==> config.mk <==
export PLATFORM = sky130hd
export DESIGN_NAME = contador_universal
export DESIGN_NICKNAME = d
export VERILOG_FILES = /design/src/rtl/contador_universal.sv
export SDC_FILE = /design/constraint.sdc
export NUM_CORES = 1
export LEC_CHECK = 0
export CORE_ASPECT_RATIO = 1.1
export CORE_UTILIZATION = 51
export CTS_BUF_LIST = sky130_fd_sc_hd__clkbuf_8
export DETAILED_ROUTE_END_ITERATION = 8
export GPL_TIMING_DRIVEN = 0
export HOLD_SLACK_MARGIN = 0.1
export PLACE_DENSITY_LB_ADDON = 0.12
export SETUP_SLACK_MARGIN = 0.1
export SLEW_MARGIN = 20
export SYNTH_ARGS = -nofsm -noshare
export SYNTH_HDL_FRONTEND = slang
export SYNTH_SLANG_ARGS = --single-unit
==> constraint.sdc <==
create_clock -name clk -period 2.78 [get_ports clk]
set_input_delay 0.556 -clock clk [delete_from_list [all_inputs] [get_ports clk]]
set_output_delay 0.556 -clock clk [all_outputs]
set_load 0.02 [all_outputs]
==> src/rtl/contador_universal.sv <==
// -----------------------------------------------------------------------------
// contador_universal
//
// General-purpose up/down counter with a programmable modulus, a prescaler,
// a synchronous load, and either auto-reload or one-shot operation. It serves
// timers, clock dividers and display-scan sequencing.
//
// Ports
//   clk       in   rising-edge clock for all state
//   reset     in   asynchronous, active-low reset
//   en        in   count enable; low freezes both prescaler and counter
//   dir       in   0 = count up, 1 = count down
//   load      in   synchronous load strobe, highest synchronous priority
//   load_val  in   [N-1:0] value written to count on load
//   modulo    in   [N-1:0] terminal value; count range is 0..modulo
//   one_shot  in   0 = auto-reload, 1 = stop at the terminal value
//   prescale  in   [PRESCALE_W-1:0] a tick every prescale+1 enabled cycles
//   count     out  [N-1:0] current count
//   tc        out  registered one-cycle terminal-count pulse
//   done      out  sticky flag, set when a one-shot run finishes
// -----------------------------------------------------------------------------
module contador_universal #(
  parameter int N          = 4,
  parameter int PRESCALE_W = 8
) (
  input  logic                  clk,
  input  logic                  reset,
  input  logic                  en,
  input  logic                  dir,
  input  logic                  load,
  input  logic [N-1:0]          load_val,
  input  logic [N-1:0]          modulo,
  input  logic                  one_shot,
  input  logic [PRESCALE_W-1:0] prescale,
  output logic [N-1:0]          count,
  output logic                  tc,
  output logic                  done
);

  typedef enum logic {RUN = 1'b0, STOP = 1'b1} state_t;

  localparam logic [N-1:0]          CNT_ONE = N'(1);
  localparam logic [PRESCALE_W-1:0] PRE_ONE = PRESCALE_W'(1);

  state_t                  state_q, state_d;
  logic [N-1:0]            count_q, count_d;
  logic                    tc_q, tc_d;
  logic                    done_q, done_d;
  logic [PRESCALE_W-1:0]   pre_cnt_q, pre_cnt_d;

  logic                    tick;
  logic                    terminal;
  logic                    run_tick;

  // Prescaler: a tick is an enabled cycle on which the divider reaches its
  // compare value. The divider keeps running in STOP; only the counter
  // ignores the resulting ticks.
  assign tick     = en && (pre_cnt_q == prescale);
  assign run_tick = tick && (state_q == RUN) && !load;

  // Up-count uses >= so a count loaded above modulo wraps back into range on
  // the next tick instead of running on through 2^N.
  assign terminal = dir ? (count_q == '0) : (count_q >= modulo);

  // ---------------------------------------------------------------------------
  // State register
  // ---------------------------------------------------------------------------
  // NOTE: sequential state uses non-blocking assignments only, so every flop
  // samples the pre-edge values computed by the combinational blocks.
  always_ff @(posedge clk or negedge reset) begin
    if (!reset) begin
      state_q   <= RUN;
      count_q   <= '0;
      tc_q      <= 1'b0;
      done_q    <= 1'b0;
      pre_cnt_q <= '0;
    end else begin
      state_q   <= state_d;
      count_q   <= count_d;
      tc_q      <= tc_d;
      done_q    <= done_d;
      pre_cnt_q <= pre_cnt_d;
    end
  end

  // ---------------------------------------------------------------------------
  // Next-state logic
  // ---------------------------------------------------------------------------
  // NOTE: every signal driven here gets a default first, so no path through
  // the block leaves a value unassigned and no latch is inferred.
  always_comb begin
    state_d = state_q;
    if (load) begin
      state_d = RUN;
    end else if (run_tick && terminal && one_shot) begin
      state_d = STOP;
    end
  end

  // ---------------------------------------------------------------------------
  // Datapath / registered-output next values
  // ---------------------------------------------------------------------------
  always_comb begin
    count_d   = count_q;
    tc_d      = 1'b0;
    done_d    = done_q;
    pre_cnt_d = pre_cnt_q;

    // Prescaler divider
    if (load) begin
      pre_cnt_d = '0;
    end else if (en) begin
      pre_cnt_d = tick ? '0 : pre_cnt_q + PRE_ONE;
    end

    // Counter; load wins and discards any tick in the same cycle.
    if (load) begin
      count_d = load_val;
      done_d  = 1'b0;
    end else if (run_tick) begin
      if (terminal) begin
        tc_d = 1'b1;
        if (one_shot) begin
          done_d = 1'b1;             // count holds its terminal value
        end else begin
          count_d = dir ? modulo : '0;
        end
      end else begin
        count_d = dir ? count_q - CNT_ONE : count_q + CNT_ONE;
      end
    end
  end

  // ---------------------------------------------------------------------------
  // Outputs: straight from the registers, no extra latency
  // ---------------------------------------------------------------------------
  always_comb begin
    count = count_q;
    tc    = tc_q;
    done  = done_q;
  end

endmodule

==> out/qor.yml <==
status:
  status: "completed"
floorplanning:
  rows: 18
  core_sq_mm: 0.00225
  die_x_microns: 48.4
  pin_count: 28
  die_h_microns: 53.1
  dieArea_sq_mm: 0.00257
  start_util: 0.537
cells_and_area:
  antenna_cells: 0
  area_growth_pct: 29.2
  finish.net_count: 200
  final_core_util: 0.693
  n_fill_cell: 193
  layout-drive-gt1-share: 0.0651
timing:
  setup_viol: 0
  slew_headroom: 0.521
  postLayoutSetupSlackWorst_ps: 252
  fin_setup_tns_ps: 0
  clock_skew_ps: 0.786
  hold_viol: 0
  period_share: 0.909
  worst_pin_slew_ps: 716
  fin_hold_ws_ps: 523
  drv_slew: 0
  max_freq_mhz: 396
  rsz0062_at_grt: "no"
  fin_crit_ps: 2530
logic_synthesis:
  synth-seq-cells: 15
  synth_ff_type: "dfrtp_1"
  syn_nets: 168
  synth_xor_area_frac: 0.0797
  avgSynthCellArea_sq_um: 8.76
  synthAdderAreaFrac: 0.0890
  netlist_area_sq_mm: 0.00121
  synth_cell_types: 45
  ys_warn_count: 0
  synthArstFlopShare: 1.00
  synth-compound-area-share: 0.196
  synth_top_family_by_area: "simple AND/OR/NAND/NOR gates"
  synth_edf_count: 0
  synth_cells: 138
  synth-simple-area-share: 0.249
  muxShareOfSynthArea: 0.0166
  ys_seq_area_frac: 0.311
route:
  vias: 1171
  routedWlPerCell_microns: 14.7
  drtPass1Iterations: 4
  vias_per_cell: 5.88
  wl_mm: 2.93
  drc: 0
  ant_nets: 0
  drt-initial-drc-count: 20
worst_setup_path:
  worstPathArrival_ps: 2660
  crit_path_end_kind: "flip-flop"
  path_max_fanout: 9
  crit_type: "input port to flip-flop"
  cp-start-kind: "input port"
  required_ps: 2920
global_routing:
  grt_pass1_wl_mm: 4.94
  grt_pass1_vias: 1178
  track_usage: 0.254
  overflow: 0
  antenna_found_initial: 0
  grt_max_degree: 16
placement:
  dp_slack_ps: -6.24
  place_congestion: 0.843
  io_buffer_count: 27
  post-dp-hpwl_mm: 2.29
clock_network:
  clock-sinks: 15
  post_cts_buffers: 0
  h-tree-depth: 1
  hold_buffers: 0
  cts_tree: "built"
  clk_path_buf_depth: 2
  cts_resized: 0
  clockRootBuffer: "clkbuf_8"
  clock_latency_ps: 250
  clk_pin_slew_worst_paths_ps: 60
  cts_made_buffers: 3
pwr:
  p_per_area_mw_per_mm2: 388
  total_power_mw: 0.605
  ir_drop_mv: 0.327
  leakagePower_nw: 0.653
hold_path:
  hold_path.class: "flip-flop to flip-flop"
run:
  max-cap-violations: 0
## critical path, cell delays in order
cell             delay, ps
clkdlybuf4s50_1        690
ha_1                   340
a21oi_1                230
nand2_1                100
a21o_2                 190
o221a_1                240
a221o_1                310
## cells by family (layout without fill, tap and decap cells)
logic type      count (synthesis)  count (layout)
simple gates                   50              50
compound gates                 35              35
buf+inv                        17              48
flops                          15              15
xor+xnor                       11              11
fa+ha+maj                       8               8
mux                             2               2
## placed cells by master, fill, tap and decap left out, drive strengths merged, types with 2 or more instances in the layout
cell type      count
nor4               3
xor2               3
dfrtp             15
a211oi             2
nor2               5
nor3               5
ha                 7
mux2i              2
nor4b              2
o21ai             11
nor2b              5
a31oi              5
xnor2              8
clkdlybuf4s50     27
a21oi              7
inv               13
nand3              7
nand4              3
and3               2
nand2              6
nand2b             5
clkbuf             7
## cells in the mapped netlist (2+ instances only)
cell      count  area, sq um
dfrtp_1      15          375
inv_1        12         45.0
o21ai_0       9         45.0
xnor2_1       8         70.1
a21oi_1       7         35.0
ha_1          7         87.6
nand3_1       7         35.0
a31oi_1       5         31.3
nand2_1       5         18.8
nand2b_1      5         31.3
nor2b_1       5         31.3
nor3_1        5         25.0
clkbuf_1      4         15.0
nor2_1        4         15.0
nand4_1       3         18.8
nor4_1        3         18.8
xor2_1        3         26.3
a211oi_1      2         15.0
mux2i_1       2         20.0
nor4b_1       2         17.5
## layer usage
| metal | track usage | vias to the layer above | wire [microns] | share of wire |
|---|---|---|---|---|
| met2 | 0.500 | 41 | 1580 | 0.54 |
| met5 | 0 | - | 0 | 0 |
| met4 | 0.132 | 0 | 24 | 0.0082 |
| met1 | 0.262 | 559 | 1190 | 0.41 |
| met3 | 0.0402 | 4 | 139 | 0.047 |
| li1 | - | 567 | - | - |
## metrics by stage
stage          instance area (sq um)  cells
4_1_cts                         1560    199
3_5_place_dp                    1520    195
3_3_place_gp                    1520    195
6_report                        1560    199
2_1_floorplan                   1210    138
5_1_grt                         1560    199
## flip-flops by register name (all words and copies together) (netlist names)
register / count
count: 4
tc: 1
state_q: 1
done: 1
pre_cnt_q: 8
## power by group
| part | total, mW | switching, mW | internal, mW | leakage [nW] |
|---|---|---|---|---|
| registers | 0.243 | 0.0163 | 0.227 | 0.198 |
| logic | 0.184 | 0.0896 | 0.0948 | 0.428 |
| clock network | 0.178 | 0.0796 | 0.0979 | 0.0269 |
## path summary, 6_finish.rpt
path / to / start / depth (start not counted) / slack (ps)
setup / recovery: count[3] / dir / 7 / 250
hold / removal: done / done / 2 / 520
setup reg to reg: count[3] / count[0] / 7 / 550
hold reg to reg: done / done / 2 / 520
max in group asynchronous: count[2] / reset / 1 / 1590
min in group asynchronous: count[3] / reset / 1 / 730
## layout make-up
class,count,area (sq um),share of cell area
Buffer,5,26.3,0.0168
Sequential cell,15,375,0.240
Clock inverter,1,3.75,0.00240
Tap cell,30,37.5,0.0240
Multi-Input combinational cell,106,762,0.488
Inverter,12,45.0,0.0288
Clock buffer,3,41.3,0.0264
Timing Repair Buffer,27,270,0.173
No activity file was read; power rests on OpenSTA's default activity.
